<file path="config.mk">
export PLATFORM = sky130hd
export DESIGN_NAME = sram_pixel_arbiter
export DESIGN_NICKNAME = d
export VERILOG_FILES = /design/src/rtl/sram_pixel_arbiter.sv
export SDC_FILE = /design/constraint.sdc
export NUM_CORES = 1
export LEC_CHECK = 0
export ABC_AREA = 1
export ABC_CLOCK_PERIOD_IN_PS = 1600
export CAP_MARGIN = 10
export CORE_MARGIN = 1
export CORE_UTILIZATION = 57
export DETAILED_ROUTE_END_ITERATION = 12
export DONT_BUFFER_PORTS = 1
export GPL_ROUTABILITY_DRIVEN = 0
export PLACE_DENSITY = 0.72
export SYNTH_ARGS = -nofsm -noshare
export SYNTH_HDL_FRONTEND = slang
export SYNTH_SLANG_ARGS = --single-unit
</file>
<file path="constraint.sdc">
create_clock -name clk -period 1.6 [get_ports clk]
set_input_delay 0.16 -clock clk [delete_from_list [all_inputs] [get_ports clk]]
set_output_delay 0.16 -clock clk [all_outputs]
set_load 0.01 [all_outputs]
</file>
<file path="src/rtl/sram_pixel_arbiter.sv">
// Arbiter and access sequencer sharing one async 16-bit SRAM between a display
// read port and a capture write port; reads win unless the write has starved.
module sram_pixel_arbiter #(
   parameter int ADDR_W   = 20,
   parameter int DATA_W   = 16,
   parameter int MAX_WAIT = 4,
   parameter int WAIT_W   = 3
) (
   input  logic              clk,
   input  logic              reset,
   input  logic              rd_req,
   input  logic [ADDR_W-1:0] rd_addr,
   output logic              rd_grant,
   output logic [DATA_W-1:0] rd_data,
   output logic              rd_valid,
   input  logic              wr_req,
   input  logic [ADDR_W-1:0] wr_addr,
   input  logic [DATA_W-1:0] wr_data,
   input  logic [1:0]        wr_be,
   output logic              wr_grant,
   output logic              busy,
   output logic [ADDR_W-1:0] sram_addr,
   output logic [DATA_W-1:0] sram_dq_out,
   output logic              sram_dq_oe,
   input  logic [DATA_W-1:0] sram_dq_in,
   output logic              sram_ce_n,
   output logic              sram_oe_n,
   output logic              sram_we_n,
   output logic              sram_ub_n,
   output logic              sram_lb_n
);

   typedef enum logic [2:0] {
      IDLE, RD_ADDR, RD_CAP, WR_SET, WR_PULSE, WR_HOLD
   } state_t;

   localparam logic [WAIT_W-1:0] WAIT_LIMIT = WAIT_W'(MAX_WAIT);
   localparam logic [WAIT_W-1:0] WAIT_SAT   = '1;

   state_t            state;
   logic [WAIT_W-1:0] wait_cnt;
   logic              arb_en;
   logic              write_due;
   logic              pick_rd;
   logic              pick_wr;

   // Arbitration resolves on the edge that enters an IDLE cycle, so the
   // registered grant is visible during that IDLE cycle; while a grant is
   // pending the IDLE cycle must not arbitrate again.
   always_comb begin
      arb_en    = ((state == IDLE) && !rd_grant && !wr_grant) ||
                  (state == RD_CAP) || (state == WR_HOLD);
      write_due = (wait_cnt >= WAIT_LIMIT);
      pick_wr   = arb_en && wr_req && (!rd_req || write_due);
      pick_rd   = arb_en && rd_req && !pick_wr;
   end

   always_ff @(posedge clk) begin
      if (reset) begin
         state       <= IDLE;
         wait_cnt    <= '0;
         rd_grant    <= 1'b0;
         wr_grant    <= 1'b0;
         rd_valid    <= 1'b0;
         rd_data     <= '0;
         busy        <= 1'b0;
         sram_addr   <= '0;
         sram_dq_out <= '0;
         sram_dq_oe  <= 1'b0;
         sram_ce_n   <= 1'b1;
         sram_oe_n   <= 1'b1;
         sram_we_n   <= 1'b1;
         sram_ub_n   <= 1'b1;
         sram_lb_n   <= 1'b1;
      end else begin
         rd_grant <= pick_rd;
         wr_grant <= pick_wr;
         rd_valid <= 1'b0;
         if (pick_wr)
            wait_cnt <= '0;
         else if (pick_rd && wr_req && (wait_cnt != WAIT_SAT))
            wait_cnt <= wait_cnt + 1'b1;

         case (state)
            IDLE: begin
               if (rd_grant) begin
                  state      <= RD_ADDR;
                  busy       <= 1'b1;
                  sram_addr  <= rd_addr;
                  sram_ce_n  <= 1'b0;
                  sram_oe_n  <= 1'b0;
                  sram_ub_n  <= 1'b0;
                  sram_lb_n  <= 1'b0;
                  sram_dq_oe <= 1'b0;
               end else if (wr_grant) begin
                  state       <= WR_SET;
                  busy        <= 1'b1;
                  sram_addr   <= wr_addr;
                  sram_dq_out <= wr_data;
                  sram_ub_n   <= ~wr_be[1];
                  sram_lb_n   <= ~wr_be[0];
                  sram_ce_n   <= 1'b0;
                  sram_oe_n   <= 1'b1;
                  sram_we_n   <= 1'b1;
                  sram_dq_oe  <= 1'b1;
               end
            end
            RD_ADDR: state <= RD_CAP;
            RD_CAP: begin
               state     <= IDLE;
               busy      <= 1'b0;
               rd_data   <= sram_dq_in;
               rd_valid  <= 1'b1;
               sram_ce_n <= 1'b1;
               sram_oe_n <= 1'b1;
               sram_ub_n <= 1'b1;
               sram_lb_n <= 1'b1;
            end
            WR_SET: begin
               state     <= WR_PULSE;
               sram_we_n <= 1'b0;
            end
            WR_PULSE: begin
               state     <= WR_HOLD;
               sram_we_n <= 1'b1;
            end
            WR_HOLD: begin
               // Dropping dq_oe with ce_n guarantees a dead bus cycle before any read
               state      <= IDLE;
               busy       <= 1'b0;
               sram_dq_oe <= 1'b0;
               sram_ce_n  <= 1'b1;
               sram_ub_n  <= 1'b1;
               sram_lb_n  <= 1'b1;
            end
            default: state <= IDLE;
         endcase
      end
   end

endmodule
</file>
==> results.toml, run 1 <==
[status]
status = "completed"

[clock_tree]
cts_buffers = 9
clock_sinks = 68
cts-htree-levels = 3
cts_root_buf = "clkbuf_8"
clkTransAtPathRegs_ps = 70
post_cts_buffers = 0
worstSkewPairLatency_ps = 330
clk_path_buf_depth = 2
tritoncts = "yes"

[power_and_ir_drop]
clock_power_share = 0.268
p_comb_frac = 0.260
power_switching_w = 0.00214
p_int_w = 0.00369
power_w = 0.00583
power_density_nw_per_um2 = 1620
power_frac_seq = 0.473
irDropWorstVdd_mv = 1.10
leakagePower_nw = 1.54
switching_share = 0.367

[timing]
fmax_mhz = 710
period_share = 0.881
slew_headroom = 0.770
hold_viol = 0
min_period_ps = 1410
rsz0062_at_grt = "false"
fin_skew_ps = 11.0
setup_viol = 0
drv_slew = 0
tightest_slew_ps = 344
fin_tns_setup_ps = 0
worst_slack_ps = 191

[placement]
dpl_worst_slack_ps = 270
port_buffers = 0
hpwl_microns = 3660

[die]
core_sq_um = 4350
rows = 24
ios = 140
die_area_sq_um = 4820
die_w_microns = 69.4
die_y_microns = 69.4
start_util = 0.595

[yosys]
syn_area_sq_um = 2590
syn_area_per_cell_sq_um = 8.30
synthCells = 312
synthTopCellsByArea = "dfxtp_1, nand2_1, o21ai_0"
synth-seq-cells = 68
ys_seq_area_frac = 0.526
post-synth-top-area-cell = "dfxtp_1"
synth.top_cell.area_share = 0.526
synth_warnings = 0
syn_nets = 392
synthDistinctLibCells = 27

[critical_path]
path_common_cell = "nor2_4"
cp-start-kind = "flip-flop"
reg2regPathDepth = 6
crit_chain = "nor2_4 -> nand2_4 -> nor2_4 -> buf_12 -> o21ai_0 -> a31oi_1"
endpoint_kind = "flip-flop"
worstSetupPathType = "reg -> reg"
required_ps = 1840
cp_max_fo = 41
r2r-end = "sram_addr[14]"
max_stage_delay_ps = 370
crit_family = "simple AND/OR/NAND/NOR gates"
crit_arrival_ps = 1650
critPathBufInv = 1
cp_slowest_cell = "dfxtp_1"
r2r_setup_slack_ps = 190
r2r_start = "state[0]"

[global_route]
grt_use_met2 = 0.468
grt-ovfl-total = 0
grt_use_total = 0.283
grt_pass1_vias = 2356
grt_first_pass_wirelength_microns = 11000
grtUsageMet3 = 0.0916
grt.busiest_layer = "met2"
grt_max_degree = 42
antenna_found_initial = 0
met1_usage = 0.345

[detailed_routing]
firstDrtPassIters = 4
drt_iter0_drc = 176
wirelength_microns = 6860
drc = 0
postRouteAntennaNets = 0
via_count = 2455
wl_per_cell_microns = 15.5
vias_per_cell = 5.53

[layout]
nFillCells = 254
num-nets-final = 467
seq_area_sq_um = 1360
area_growth_pct = 38.9
layout_common_cells = "dlygate4sd3_1, dfxtp_1, nand2_1, nor2_1, o21ai_0"
drive_above_1_share = 0.0944
multi_input_area_sq_um = 1060
diodes = 0
final_common_cell = "dlygate4sd3_1"

[hold_path]
hold_start = "rd_addr[18]"
whs_endpoint = "sram_addr[18]"
whs_path_depth = 2
min_path_type = "in -> reg"

[job]
maxCapViolCount = 0
-- power groups by stage --
stage / clock network, W / registers (W) / logic (W)
floorplan: 0 / 0.00269 / 0.00107
global placement: 0 / 0.00277 / 0.00128
global route: 0.00165 / 0.00281 / 0.00170
finish: 0.00156 / 0.00276 / 0.00151
CTS: 0.00158 / 0.00274 / 0.00148
detailed placement: 0 / 0.00277 / 0.00132
-- synth_stat cells, drive strengths merged --
cell type and n:
inv 20, o21ai 38, clkbuf 6, nand2 65
a31oi 20, nand4 3, nor3 1, buf 12
a21boi 1, a22o 16, nor2 46, ha 2
dfxtp 68, a21oi 4, o211ai 3, nand3 6
o2111ai 1
-- routing by layer --
| layer | wire (microns) | part of all wire |
|---|---|---|
| met5 | 0 | 0 |
| met4 | 47 | 0.0069 |
| met3 | 738 | 0.11 |
| met2 | 3280 | 0.48 |
| met1 | 2800 | 0.41 |
-- stage by stage --
stage	instance area (sq um)	hold slack, ps	std cells	util
final	3600	27.1	444	0.826
after global routing	3600	7.16	444	0.826
after CTS	3600	1.27	444	0.826
after detailed placement	2630	234	354	0.605
after global placement	2630	232	354	0.605
after floorplan	2590	289	312	-
-- what timing repair did --
item	CTS	global route
hold buffers	74	0
resized for setup	0	0
hold endpoints to repair	64	0
-- sequential cells by signal (all words and copies together) (netlist names), 3 cells and up --
name	flops
sram_dq_out	16
sram_addr	20
wait_cnt	3
state	3
rd_data	16
-- cell families (layout without fill, tap and decap cells) --
kind of cell,after synthesis,after routing,share of synthesized area
simple gates,121,121,0.200
buf+inv,38,118,0.0652
fa+ha+maj,2,2,0.00966
compound gates,83,83,0.200
flops,68,68,0.526
-- how the worst max path moves through the flow --
stage | startpoint | cells past startpoint | endpoint
2_1_floorplan | state[0] | 7 | sram_dq_out[0]
3_3_place_gp | state[0] | 6 | sram_addr[5]
3_5_place_dp | wait_cnt[0] | 7 | wait_cnt[1]
4_1_cts | wait_cnt[0] | 7 | wait_cnt[1]
5_1_grt | state[0] | 6 | sram_addr[14]
6_report | state[0] | 6 | sram_addr[14]
-- area by class of cell --
class / count / area share
Sequential cell: 68 / 0.378
Multi-Input combinational cell: 206 / 0.295
Timing Repair Buffer: 82 / 0.226
Clock buffer: 9 / 0.0344
Clock inverter: 7 / 0.0278
Inverter: 20 / 0.0209
Tap cell: 52 / 0.0181
Note: power is estimated with default switching activity, not from simulation.
==> run 2: changes to the inputs <==
Settings changed: TNS_END_PERCENT set to 50.
==> results of run 2 <==
Final layout, timing and power as in run 1 (identical DEF).
